--- src/rtl/ofm_port_arbiter.sv ---
// ofm_port_arbiter: shares the OFM RAM read port (A) and write port (B)
// between the accelerator core, which always wins, and a host requester
// that is served in idle cycles through a valid/ready handshake.
// Host read returns are tracked by a READ_LATENCY-deep tag pipe.
module ofm_port_arbiter #(
    parameter int unsigned OFM_RAM_SIZE = 2378675,
    parameter int unsigned INOUT_WIDTH  = 256,
    parameter int unsigned READ_LATENCY = 1,
    parameter int unsigned STALL_CNT_W  = 16,
    localparam int unsigned AW          = $clog2(OFM_RAM_SIZE)
) (
    input  logic                   clk,
    input  logic                   rst_n,
    input  logic                   core_rd_en,
    input  logic [AW-1:0]          core_rd_addr,
    output logic [INOUT_WIDTH-1:0] core_rd_data,
    input  logic                   core_wr_en,
    input  logic [AW-1:0]          core_wr_addr,
    input  logic [INOUT_WIDTH-1:0] core_wr_data,
    input  logic [4:0]             core_wr_size,
    input  logic                   host_rd_req,
    input  logic [AW-1:0]          host_rd_addr,
    output logic                   host_rd_ready,
    output logic [INOUT_WIDTH-1:0] host_rd_data,
    output logic                   host_rd_valid,
    input  logic                   host_wr_req,
    input  logic [AW-1:0]          host_wr_addr,
    input  logic [INOUT_WIDTH-1:0] host_wr_data,
    output logic                   host_wr_ready,
    output logic                   ofm_read_en,
    output logic [AW-1:0]          ofm_addr_a,
    input  logic [INOUT_WIDTH-1:0] ofm_data_in,
    output logic                   write_out_ofm_en,
    output logic [AW-1:0]          ofm_addr_b,
    output logic [INOUT_WIDTH-1:0] ofm_data_out,
    output logic [4:0]             write_ofm_size,
    output logic [2:0]             host_rd_pending,
    output logic [STALL_CNT_W-1:0] host_stall_cnt,
    input  logic                   clr_stats
);

    logic                    rd_accept;
    logic                    stall;
    logic [READ_LATENCY-1:0] tag_q, tag_d;
    logic [2:0]              pending_q, pending_d;
    logic [STALL_CNT_W-1:0]  stall_q, stall_d;

    // Port grant and muxing: core has absolute priority, no added latency
    always_comb begin
        host_rd_ready    = ~core_rd_en;
        ofm_read_en      = core_rd_en | host_rd_req;
        ofm_addr_a       = core_rd_en ? core_rd_addr : host_rd_addr;
        core_rd_data     = ofm_data_in;
        host_rd_data     = ofm_data_in;

        host_wr_ready    = ~core_wr_en;
        write_out_ofm_en = core_wr_en | host_wr_req;
        ofm_addr_b       = core_wr_en ? core_wr_addr : host_wr_addr;
        ofm_data_out     = core_wr_en ? core_wr_data : host_wr_data;
        write_ofm_size   = core_wr_en ? core_wr_size : 5'd16;

        rd_accept        = host_rd_req & ~core_rd_en;
        stall            = (host_rd_req & core_rd_en) | (host_wr_req & core_wr_en);
    end

    // Tag pipe next state: shift in 1 for an accepted host read, else 0
    if (READ_LATENCY == 1) begin : g_tag_one
        always_comb begin
            tag_d = rd_accept;
        end
    end else begin : g_tag_multi
        always_comb begin
            tag_d = {tag_q[READ_LATENCY-2:0], rd_accept};
        end
    end

    // Outstanding host reads and saturating stall count, clear wins
    always_comb begin
        pending_d = pending_q;
        case ({rd_accept, host_rd_valid})
            2'b10:   pending_d = pending_q + 3'd1;
            2'b01:   pending_d = pending_q - 3'd1;
            default: pending_d = pending_q;
        endcase

        stall_d = stall_q;
        if (clr_stats) begin
            stall_d = '0;
        end else if (stall && (stall_q != '1)) begin
            stall_d = stall_q + STALL_CNT_W'(1);
        end
    end

    // State registers; reset drops any in-flight host read tags
    always_ff @(posedge clk or negedge rst_n) begin
        if (!rst_n) begin
            tag_q     <= '0;
            pending_q <= '0;
            stall_q   <= '0;
        end else begin
            tag_q     <= tag_d;
            pending_q <= pending_d;
            stall_q   <= stall_d;
        end
    end

    assign host_rd_valid   = tag_q[READ_LATENCY-1];
    assign host_rd_pending = pending_q;
    assign host_stall_cnt  = stall_q;

endmodule

--- config.mk ---
export PLATFORM = sky130hd
export DESIGN_NAME = ofm_port_arbiter
export DESIGN_NICKNAME = d
export VERILOG_FILES = /design/src/rtl/ofm_port_arbiter.sv
export SDC_FILE = /design/constraint.sdc
export NUM_CORES = 1
export LEC_CHECK = 0
export CORE_AREA = 2 2 660 662
export CTS_CLUSTER_DIAMETER = 40
export DETAILED_ROUTE_END_ITERATION = 12
export DIE_AREA = 0 0 662 664
export PLACE_DENSITY_LB_ADDON = 0.3
export RECOVER_POWER = 50
export SLEW_MARGIN = 25
export SYNTH_ARGS = -nofsm -noshare
export SYNTH_HDL_FRONTEND = slang
export SYNTH_SLANG_ARGS = --single-unit
--- constraint.sdc ---
create_clock -name clk -period 1.9 [get_ports clk]
set_input_delay 0.19 -clock clk [delete_from_list [all_inputs] [get_ports clk]]
set_output_delay 0.19 -clock clk [all_outputs]
set_load 0.03 [all_outputs]
==> qor.txt <==
status = complete, no violations
setup ws final = 0.0419 ns
Max rail drop VDD = 255 uV
Detailed Route WL = 294 mm
syn_nets = 1843
Comb power frac = 0.869
Hold Path Class = in2async
Post-Layout Inst Area = 22800 um2
R2R depth = 4
R2R Path End = host_stall_cnt[13]
PortBufs = 940
crit-path leading delay family = buffers and inverters
Int Power = 3.69 mW
Hold Vio Cnt, Final = 0
largest net degree at the start of global routing = 34
critical path endpoint category = primary output
Final Non-Filler Cells = 7205
hold slack = 0.300 ns
PwrDens = 320 nW/um2
critical path's most frequent cell = clkdlybuf4s50_1
FF+latch count, synth = 20
Rel. slew slack = 0.663
P&R area growth vs syn = 165%
Avg Cell Area, Syn = 8.85 um2
Pwr Total = 7.31 mW
fin util = 0.0528
global-route wire length before repair = 318 mm
Reg clk slew, reported paths = 0.06 ns
I/O pin cnt = 1709
DR WL/cell = 40.8 um
Tmin final = 1.86 ns
gp weighted congestion = 1.00
CP Cell Sequence = clkdlybuf4s50_1, mux2_2, clkdlybuf4s50_1
Die Y = 664 um
WP data arrival = 1.67 ns
Unique masters post-synth = 35
Worst-Margin Slew = 0.505 ns
final setup TNS = 0 ns
H-tree levels = 1
pre-CTS WS = -0.206 ns
DR vias = 11617
kind of critical path = in2out
Clock power frac = 0.063
GR met1 Demand/Resource = 0.0946
CP Depth = 3
clock root cell = clkbuf_16
vias in the first global route = 10463
most used routing layer = met2
Placed Cells = 7136
cells after synthesis = 972
clk_skew = 0.00469 ns
Skew-Pair Late Insertion Delay = 0.26 ns
Clock Sinks = 20
CTS tree = done
vias per cell = 1.61
number of CTS-inserted buffers = 3
GRT Overall Usage = 0.129
register area share after synthesis = 0.0582
RSZ-0062 raised after global routing = no
share of layout cells above drive strength 1 = 0.469
fin crit share = 0.978
# nets final = 2281
Pre-antenna DRT Iters = 5
CP Data Required Time = 1.71 ns
DRT iter0 DRCs = 867
Max Cap Viol = 0
Initial Utilization = 0.0199
Congestion Overflow GR = 0
CP max FO = 1
sequential share of power = 0.068
Post-DP HPWL = 283 mm
Slew Viols, Final = 0
Detail Route Antenna Nets = 0
die area = 440000 um2
initial antenna violation count = 288
area of the mapped netlist = 8600 um2
Sw Share = 0.495
crit path launch type = primary input
GR Util met2 = 0.210
Crit path buffers/inverters = 2
met3 Use GR = 0.154
final setup fails = 0
CP max-delay cell = clkdlybuf4s50_1
chip width = 662 um
r2r setup slk = 0.11 ns
P_leak = 6.55 nW
switching power = 3.61 mW
slowest cell delay on critical path = 0.66 ns
clk buf depth = 2
Post-DP Area = 22600 um2
maximum achievable frequency = 538 MHz
FF-to-FF Start = host_stall_cnt[4]
Rows = 242
core box area = 433000 um2
DRC = 0
Yosys warnings = 0
## cell families (layout without fill, tap and decap cells)
logic type | count (synthesis) | in the layout | share of synthesized area
buffers and inverters | 559 | 995 | 0.472
adder cells (fa/ha/maj) | 3 | 3 | 0.00524
other | 0 | 63 | 0
multiplexers | 306 | 306 | 0.400
flip-flops | 20 | 20 | 0.0582
AO/OA/AOI/OAI | 23 | 23 | 0.0186
AND/OR/NAND/NOR | 58 | 58 | 0.0422
XOR/XNOR | 3 | 3 | 0.00306
## cells in the mapped netlist
library cell | n | area share
ha_1 | 2 | 0.0029
nor4_1 | 4 | 0.0029
buf_2 | 26 | 0.015
nor2_1 | 6 | 0.0026
mux2i_1 | 2 | 0.0023
nand2_1 | 7 | 0.0031
nand2b_1 | 3 | 0.0022
or3_1 | 2 | 0.0015
a22o_4 | 1 | 0.0020
inv_1 | 8 | 0.0035
or2_2 | 2 | 0.0015
nor3_1 | 1 | 0.00058
and4_4 | 1 | 0.0013
xor2_1 | 2 | 0.0020
o21a_1 | 1 | 0.00087
dfrtp_1 | 20 | 0.058
buf_4 | 513 | 0.45
a21oi_1 | 10 | 0.0058
clkbuf_1 | 11 | 0.0048
xnor2_1 | 1 | 0.0010
or4_1 | 8 | 0.0070
and4_1 | 3 | 0.0031
nor2b_1 | 4 | 0.0029
fa_1 | 1 | 0.0023
o31ai_1 | 7 | 0.0061
nand3_1 | 6 | 0.0035
and4_2 | 1 | 0.0012
o21ba_2 | 1 | 0.0012
nand4_1 | 5 | 0.0036
and2_1 | 4 | 0.0029
o21ai_0 | 1 | 0.00058
buf_6 | 1 | 0.0013
mux2_2 | 304 | 0.40
nor4_4 | 1 | 0.0025
o41ai_1 | 2 | 0.0020
## layer usage
layer / wire length [um] / part of all wire
met3: 75800 / 0.26
met4: 8580 / 0.029
met2: 134000 / 0.45
met1: 74200 / 0.25
met5: 1820 / 0.0062
## power groups by stage
stage | Sequential [mW] | Clock, mW | Combinational, mW
floorplan | 0.579 | 0 | 3.91
global placement | 0.508 | 0 | 6.46
detailed placement | 0.505 | 0 | 6.44
CTS | 0.501 | 0.460 | 6.48
global route | 0.507 | 0.480 | 6.71
finish | 0.500 | 0.457 | 6.35
## repair_timing
item | in CTS | in global routing
setup endpoints to repair | 2 | 3
pin swaps | 0 | 0
setup buffers | 3 | 0
gates cloned | 0 | 0
hold buffers | 0 | 0
resized for setup | 1 | 4
## registers in the layout, summed over array words and instances (netlist names)
register and flops:
host_stall_cnt 16, host_rd_valid 1, host_rd_pending 3
## worst max path at each step
| stage | from | end | slack [ns] |
|---|---|---|---|
| 3_5_place_dp | host_rd_req | host_stall_cnt[9] | -0.21 |
| 4_1_cts | core_wr_en | ofm_data_out[93] | 0.007 |
| 5_1_grt | core_wr_en | ofm_data_out[59] | 0.01 |
| 6_report | core_wr_data[175] | ofm_data_out[175] | 0.04 |
| 2_1_floorplan | core_rd_en | host_rd_pending[2] | 0.006 |
| 3_3_place_gp | host_rd_req | host_rd_pending[2] | -0.22 |
## area by class of cell
class	instances	area, um2
clock buffers	3	75.1
inverters	8	30.0
diodes	63	158
well taps	5734	7170
multi-input cells	393	4050
fillers	50889	410000
flip-flops and latches	20	503
repair buffers	984	10800
## cells in the final DEF (no fill, tap or decap), types with 4 or more instances in the layout
cell type and count:
clkdlybuf4s50_1 641, mux2_2 303, buf_4 194, buf_12 146, diode_2 63, dfrtp_1 18, a21oi_1 10, inv_1 8
or4_1 8, nand2_1 7, o31ai_1 7, nor2_1 6, nand3_1 6, nand4_1 5, and2_1 4, nor2b_1 4
(Power assumes the default switching activity.)
